### src/rtl/writeback_unit.sv
// Writeback stage: retires single-cycle results, sequences loads and ecall input,
// and drives a registered register-file write port.
module writeback_unit (
    input  logic        clk,
    input  logic        rst,
    input  logic [31:0] instruction,
    input  logic        valid,
    input  logic [31:0] alu_result,
    input  logic [31:0] pc,
    input  logic [31:0] mem_rdata,
    input  logic        mem_rvalid,
    input  logic        ecall_in,
    input  logic [31:0] io_data,
    input  logic        io_valid,
    output logic        mem_req,
    output logic [31:0] mem_addr,
    output logic        Write,
    output logic [31:0] WriteData,
    output logic [4:0]  WriteReg,
    output logic        busy
);
    localparam logic [6:0] OP_R     = 7'b0110011;
    localparam logic [6:0] OP_IMM   = 7'b0010011;
    localparam logic [6:0] OP_JAL   = 7'b1101111;
    localparam logic [6:0] OP_JALR  = 7'b1100111;
    localparam logic [6:0] OP_LUI   = 7'b0110111;
    localparam logic [6:0] OP_AUIPC = 7'b0010111;
    localparam logic [6:0] OP_LOAD  = 7'b0000011;
    localparam logic [6:0] OP_SYS   = 7'b1110011;

    typedef enum logic [1:0] {IDLE, MEM_WAIT, IO_WAIT} state_t;
    state_t state;

    logic [6:0]  opcode;
    logic [4:0]  rd;
    logic [31:0] u_imm;
    logic [2:0]  ld_f3;
    logic [4:0]  ld_rd;
    logic [1:0]  ld_off;

    assign opcode = instruction[6:0];
    assign rd     = instruction[11:7];
    assign u_imm  = {instruction[31:12], 12'b0};

    logic        sc_hit;
    logic [31:0] sc_data;
    always_comb begin
        sc_hit  = 1'b0;
        sc_data = '0;
        case (opcode)
            OP_R, OP_IMM:     begin sc_hit = 1'b1; sc_data = alu_result;   end
            OP_JAL, OP_JALR:  begin sc_hit = 1'b1; sc_data = pc + 32'd4;   end
            OP_LUI:           begin sc_hit = 1'b1; sc_data = u_imm;        end
            OP_AUIPC:         begin sc_hit = 1'b1; sc_data = pc + u_imm;   end
            default: ;
        endcase
    end

    // Lane select on the aligned word; halfword select ignores addr[0].
    logic [31:0] shifted;
    logic [7:0]  ld_byte;
    logic [15:0] ld_half;
    logic [31:0] ld_data;
    always_comb begin
        shifted = mem_rdata >> {ld_off, 3'b000};
        ld_byte = shifted[7:0];
        ld_half = ld_off[1] ? mem_rdata[31:16] : mem_rdata[15:0];
        case (ld_f3)
            3'b000:  ld_data = {{24{ld_byte[7]}}, ld_byte};
            3'b001:  ld_data = {{16{ld_half[15]}}, ld_half};
            3'b100:  ld_data = {24'b0, ld_byte};
            3'b101:  ld_data = {16'b0, ld_half};
            default: ld_data = mem_rdata;
        endcase
    end

    always_ff @(posedge clk) begin
        if (!rst) begin
            state     <= IDLE;
            Write     <= 1'b0;
            WriteData <= '0;
            WriteReg  <= '0;
            mem_req   <= 1'b0;
            mem_addr  <= '0;
            busy      <= 1'b0;
            ld_f3     <= '0;
            ld_rd     <= '0;
            ld_off    <= '0;
        end else begin
            Write   <= 1'b0;
            mem_req <= 1'b0;
            case (state)
                IDLE: if (valid) begin
                    if (sc_hit) begin
                        // x0 writes are dropped; data/reg only move with a real strobe.
                        if (rd != 5'd0) begin
                            Write     <= 1'b1;
                            WriteData <= sc_data;
                            WriteReg  <= rd;
                        end
                    end else if (opcode == OP_LOAD) begin
                        mem_req  <= 1'b1;
                        mem_addr <= alu_result;
                        busy     <= 1'b1;
                        ld_f3    <= instruction[14:12];
                        ld_rd    <= rd;
                        ld_off   <= alu_result[1:0];
                        state    <= MEM_WAIT;
                    end else if (opcode == OP_SYS && ecall_in) begin
                        busy  <= 1'b1;
                        state <= IO_WAIT;
                    end
                end
                MEM_WAIT: if (mem_rvalid) begin
                    if (ld_rd != 5'd0) begin
                        Write     <= 1'b1;
                        WriteData <= ld_data;
                        WriteReg  <= ld_rd;
                    end
                    busy  <= 1'b0;
                    state <= IDLE;
                end
                IO_WAIT: if (io_valid) begin
                    Write     <= 1'b1;
                    WriteData <= io_data;
                    WriteReg  <= 5'd10;
                    busy      <= 1'b0;
                    state     <= IDLE;
                end
                default: state <= IDLE;
            endcase
        end
    end
endmodule
### config.mk
export PLATFORM = sky130hd
export DESIGN_NAME = writeback_unit
export DESIGN_NICKNAME = d
export VERILOG_FILES = /design/src/rtl/writeback_unit.sv
export SDC_FILE = /design/constraint.sdc
export NUM_CORES = 1
export LEC_CHECK = 0
export BUFFER_PORTS_ARGS = -buffer_cell sky130_fd_sc_hd__clkbuf_2
export CAP_MARGIN = 40
export CORE_MARGIN = 8
export CORE_UTILIZATION = 30
export CTS_BUF_LIST = sky130_fd_sc_hd__clkbuf_2 sky130_fd_sc_hd__clkbuf_4 sky130_fd_sc_hd__clkbuf_8
export DETAILED_ROUTE_END_ITERATION = 8
export SYNTH_ARGS = -nofsm -noshare
export SYNTH_HDL_FRONTEND = slang
export SYNTH_SLANG_ARGS = --single-unit
### constraint.sdc
create_clock -name clk -period 3.1 [get_ports clk]
set_input_delay 0.155 -clock clk [delete_from_list [all_inputs] [get_ports clk]]
set_output_delay 0.155 -clock clk [all_outputs]
set_load 0.02 [all_outputs]
==> Yosys cells after proc, flatten, opt, wreduce, memory -nomap -nowiden <==
Index checks and enable logic that the tools add are counted.
Widths: inputs -> output; s select.
{ "totals": {"ff_bits": 84, "inputBits": 166, "output_inout_bits": 72, "elab_cells": 92} }
{ "classes": {"n_addsub": 2, "eq_ne": 21, "n_shift": 1, "n_mux": 40, "bitwise": 4, "n_reduce_logical": 14} }
{ "ops": {"columns": ["operator", "n"], "rows": [
  ["$pmux 32 s4", 2],
  ["$mux 32", 6],
  ["$pmux 32 s3", 1],
  ["$add 32x3->32 const B", 1],
  ["$add 32x32->32", 1],
  ["$shr 32x5->8", 1],
  ["$mux 5", 6],
  ["$eq 7x7->1 const B", 3],
  ["$mux 16", 1],
  ["$pmux 5 s3", 1],
  ["$eq 7x5->1 const B", 2],
  ["$eq 7x6->1 const B", 2],
  ["$mux 1", 14],
  ["$ne 2x2->1 const B", 7],
  ["$mux 2", 6],
  ["$reduce_bool 5->1", 2],
  ["$eq 7x2->1 const B", 1],
  ["$reduce_and 7->1", 1],
  ["$eq 3x3->1 const B", 2],
  ["$pmux 1 s3", 2],
  ["$pmux 2 s3", 1],
  ["$reduce_and 6->1", 1],
  ["$reduce_or 6->1", 1],
  ["$reduce_and 5->1", 1],
  ["other kinds (12)", 16]
]} }

==> Depth between registers and ports, before layout <==
{ "logic_depth": {"ltp_word": 7, "mapped_depth": 12, "mapped_depth_nobuf": 9} }

==> Worst setup path after synthesis <==
No wires, ideal clock.
{ "synth_timing": {"path_type": "register to register", "startpoint": "register state[1]", "endpoint": "register WriteData[23]", "setup_time_ns": 0.120, "arrival_time_ns": 2.164, "t_required_ns": 2.980, "slack_ns": 0.816, "stages_incl_launch_ff": 12, "path_buffers": 2, "synth_period_minus_slack_ns": 2.284, "cell_sequence": "dfxtp_1 > inv_1 > ha_1 > buf_2 > inv_2 > o221ai_1 > a211o_1 > or2_1 > buf_2 > a221oi_4 > o221ai_2 > o31a_1"} }
{ "synth_between": {"elab_chain_len": 3, "elab_cells_between_ends": 12, "cone_classes": "eq/ne (8); mux (1); reduce/logical (3)"} }
{ "synth_rtl": {"columns": ["item", "line", "text"], "rows": [
  ["from (decl)", "32", "state_t state;"],
  ["from (signal assigned)", "79", "state <= IDLE;"],
  ["from (signal assigned)", "108", "state <= MEM_WAIT;"],
  ["from (signal assigned)", "111", "state <= IO_WAIT;"],
  ["$eq 2x1->1, or another cell as far along", "92", "case (state)"],
  ["$ne 2x2->1 (no source line) or $reduce_bool 3->1 (tied branches)", null, null],
  ["$reduce_and 7->1 (no source line)", null, null],
  ["to (signal assigned)", "98", "WriteData <= sc_data;"],
  ["to (signal assigned)", "117", "WriteData <= ld_data;"],
  ["to (signal assigned)", "125", "WriteData <= io_data;"],
  ["to (decl)", "18", "output logic [31:0] WriteData,"]
]} }
Several ways; a longest one is shown, not always the timed one.
A chain may end at the register's enable or synchronous reset.

==> Worst setup path after layout <==
{ "layout_timing": {"startpoint": "register state[1]", "endpoint": "register WriteData[11]"} }
Same word-level chain as after synthesis.

==> metrics.md <==
| Metric | Value |
|---|---|
| Max_cap viols | `0` |
| Mean Syn Cell Area | `7.18 um2` |
| Area delta synth->final | `28.5%` |
| Cells taking the most area after synthesis | `dfxtp_1 (26%), nand2_1 (9.0%), a21oi_1 (7.2%), o21ai_0 (5.4%), ha_1 (4.7%)` |
| Fin crit period | `roughly 2.8 ns` |
| Post-synthesis net count | `1078` |
| Yosys top cell by area | `dfxtp_1` |
| Net switching power | `around 0.00084 W` |
| Later-pin clock latency in the skew report | `just under 0.4 ns` |
| Global-route met2 utilization | `0.330` |
| Post-DP HPWL | `between 20000 and 25000 um` |
| Slew Limit Fails | `0` |
| Setup crit start kind | `flop` |
| Global-route wire length before repair | `~44000 um` |
| Comb pwr share | `0.238` |
| Htree depth | `3` |
| Pwr dens | `309 nW/um2` |
| CP Class | `reg -> reg` |
| Register bit count reported by yosys | `between 80 and 90` |
| Lkg Pwr | `approximately 3.4 nW` |
| Nets | `approximately 1.3k` |
| YS warnings | `0` |
| Wirelength, routed | `approximately 29000 um` |
| Simple-gate portion of the synthesized area | `0.258` |
| F_max | `about 360 MHz` |
| Synth Area in Adders | `0.0503` |
| Measured slew at the worst slew-check pin | `0.770 ns` |
| WHS Endpoint | `mem_addr[4]$_SDFFE_PN0P_` |
| Post-CTS sizing | `0` |
| Fill cell count | `about 2.3k` |
| Global route hottest layer | `met2` |
| Ys flop type | `dfxtp_1` |
| Final setup vio count | `0` |
| Status | `finished clean` |
| Hold Slack | `~0.021 ns` |
| Drt wl/cell | `~21 um` |
| CP Data Required Time | `around 3.4 ns` |
| Antenna violations before repair | `1` |
| GRT Total Usage | `0.218` |
| P_int | `around 0.0017 W` |
| Seq/Total Area, Yosys | `0.258` |
| DIE AREA | `roughly 26000 um2` |
| Inserted Diodes | `0` |
| Crit. Startpoint | `state[1]$_SDFFE_PN0P_` |
| Post-route design area | `around 8000 um2` |
| Worst Path Arrival | `3.06 ns` |
| Slew HR | `0.486` |
| Synth Area in XOR/XNOR | `0.0399` |
| M3 GR Usage | `0.0625` |
| Slowest stage cell, crit path | `or2_1` |
| Mux contribution to synthesized area | `0.0279` |
| Boundary pin count | `238` |
| Post-synthesis cell type count | `76` |
| Cts hold-fix bufs | `11` |
| Largest net degree at the start of global routing | `36` |
| Commonest non-fill, non-tap cells in the layout | `clkbuf_2 (237), nand2_1 (152), a21oi_1 (92)` |
| Synth Cell Area | `between 6000 and 7000 um2` |
| Dpl cells | `about 1.4k` |
| TritonCTS Sinks | `82` |
| Drt via density | `about 5.6` |
| Hold Path Stages | `3` |
| Leading cell type in the layout, fill and taps excluded | `clkbuf_2` |
| Share of cells above drive strength 1 | `0.269` |
| R2R Path Start | `state[1]$_SDFFE_PN0P_` |
| EDFF count, synth | `0` |
| ANT nets after route | `0` |
| DP Area | `7870 um2` |
| Std cell rows | `53` |
| Compound-cell area share of the yosys netlist | `0.313` |
| Worst hold start | `alu_result[4]` |
| Maximum fanout along the worst path | `15` |
| # port buffers | `between 200 and 250` |
| Hold/Removal Path Class | `in -> reg` |
| Worst setup EP type | `flop` |
| R2R depth | `9` |
| Crit path buffers/inverters | `3` |
| Total global routing overflow | `0` |
| Worst path max stage delay | `0.48 ns` |
| Max VDD drop | `around 0.00023 V` |
| Register-to-register setup slack | `0.32 ns` |
| Gate Count Post-Synth | `slightly below 900` |
| RSZ-0062 raised after global routing | `false` |
| Final Cycle Share | `0.897` |
| Seq pwr share | `0.424` |
| Top cell type's share of synthesized area | `0.258` |
| Finished Layout Cells | `1392` |
| Util after Layout | `0.390` |
| Setup TNS Final | `0 ns` |
| Final hold viol count | `0` |
| Part of the power in the clock network | `0.338` |
| Core area | `between 20000 and 25000 um2` |
| Critical path, cell by cell | `inv_1 -> ha_1 -> inv_2 -> o221ai_1 -> a211o_1 -> or2_1 -> buf_4 -> a2111oi_0 -> nor3_1` |
| Clock skew | `around 0.020 ns` |
| Initial Util | `0.304` |
| Clk slew on worst S/H paths | `roughly 0.10 ns` |
| Main combinational cell family by area after synthesis | `compound AO/OA/AOI/OAI gates` |
| Clock buffer count from CTS | `9` |
| Clk root buf | `clkbuf_8` |
| Ys async rst share | `0` |
| Reg2reg end | `WriteData[11]$_SDFFE_PN0P_` |
| CTS Buffer Depth | `2` |
| CTS tree | `built` |
| Die height | `~160 um` |
| DRT iter0 DRCs | `674` |
| Met1 GRT Util | `0.286` |
| Via count of the first global-routing pass | `between 7k and 8k` |
| DRC violations left | `0` |
| GPL Wtd Cong | `0.975` |
| Post-CTS Setup Inserts | `0` |
| DIE WIDTH | `approximately 160 um` |
| Pre-Repair DR Iteration Count | `5` |
| Switching share of power | `0.330` |
| Top Family by Delay on Critical Path | `compound AO/OA/AOI/OAI gates` |
| Via count | `a little under 8k` |
==> registers in the layout (all words and copies together) (netlist names) <==
signal / count
WriteData: 32
mem_addr: 32
WriteReg: 5
ld_rd: 5
ld_f3: 3
state: 2
Write: 1
busy: 1
mem_req: 1
==> Yosys cell counts (all sizes together) (12+ instances only) <==
cell type,n
nand3,20
a21oi,93
inv,20
dfxtp,82
buf,20
o22ai,18
clkbuf,40
a211oi,14
and3,12
nand2,152
ha,24
nor3,21
nor2,67
o21ai,70
a221oi,21
nand2b,18
xnor2,12
xor2,17
==> stage by stage <==
| step | setup WS, ns | total power [W] |
|---|---|---|
| after floorplan | 0.816 | 0.00141 |
| after global routing | 0.105 | 0.00266 |
| after global placement | 0.510 | 0.00168 |
| final | 0.318 | 0.00253 |
| after CTS | 0.345 | 0.00255 |
| after detailed placement | 0.344 | 0.00168 |
==> tightest hold or removal path: cells and delay by family <==
kind / cells / cell delay [ns]
buf+inv: 1 / 0.10
simple gates: 1 / 0.06
compound gates: 1 / 0.06
==> cell type report <==
class	instances	area, um2	area share
sequential	82	1640	0.201
clock buffer	9	124	0.0151
multi-input combinational	723	4400	0.537
clock inverter	7	82.6	0.0101
timing repair buffer	274	1510	0.185
inverter	22	82.6	0.0101
tap	275	344	0.0420
==> power by group through the flow <==
stage / combinational [W] / clock [W] / sequential (W)
global placement: 0.000580 / 0 / 0.00110
detailed placement: 0.000580 / 0 / 0.00110
global route: 0.000655 / 0.000928 / 0.00108
floorplan: 0.000298 / 0 / 0.00111
CTS: 0.000593 / 0.000887 / 0.00107
finish: 0.000602 / 0.000856 / 0.00107
==> cell families after synthesis <==
group	Yosys count
AND/OR/NAND/NOR	349
AO/OA/AOI/OAI	304
buffers and inverters	82
flip-flops	82
XOR/XNOR	29
adder cells (fa/ha/maj)	25
multiplexers	16
==> worst max-delay path by stage <==
stage          cells past startpoint                    endpoint  slack [ns]
3_5_place_dp                       9  WriteData[11]$_SDFFE_PN0P_        0.34
6_report                           9  WriteData[11]$_SDFFE_PN0P_        0.32
3_3_place_gp                       9  WriteData[11]$_SDFFE_PN0P_        0.51
2_1_floorplan                     11  WriteData[23]$_SDFFE_PN0P_        0.82
5_1_grt                            9  WriteData[11]$_SDFFE_PN0P_        0.10
4_1_cts                            9  WriteData[11]$_SDFFE_PN0P_        0.35
==> per-layer routing <==
layer  vias up  share of wire  routed length, um
met1      3588           0.43              12600
met2       411           0.44              12900
met3        58          0.097               2860
met4         0          0.035               1040
met5         -              0                  0
li1       3715              -                  -
No activity file was read; power rests on OpenSTA's default activity.
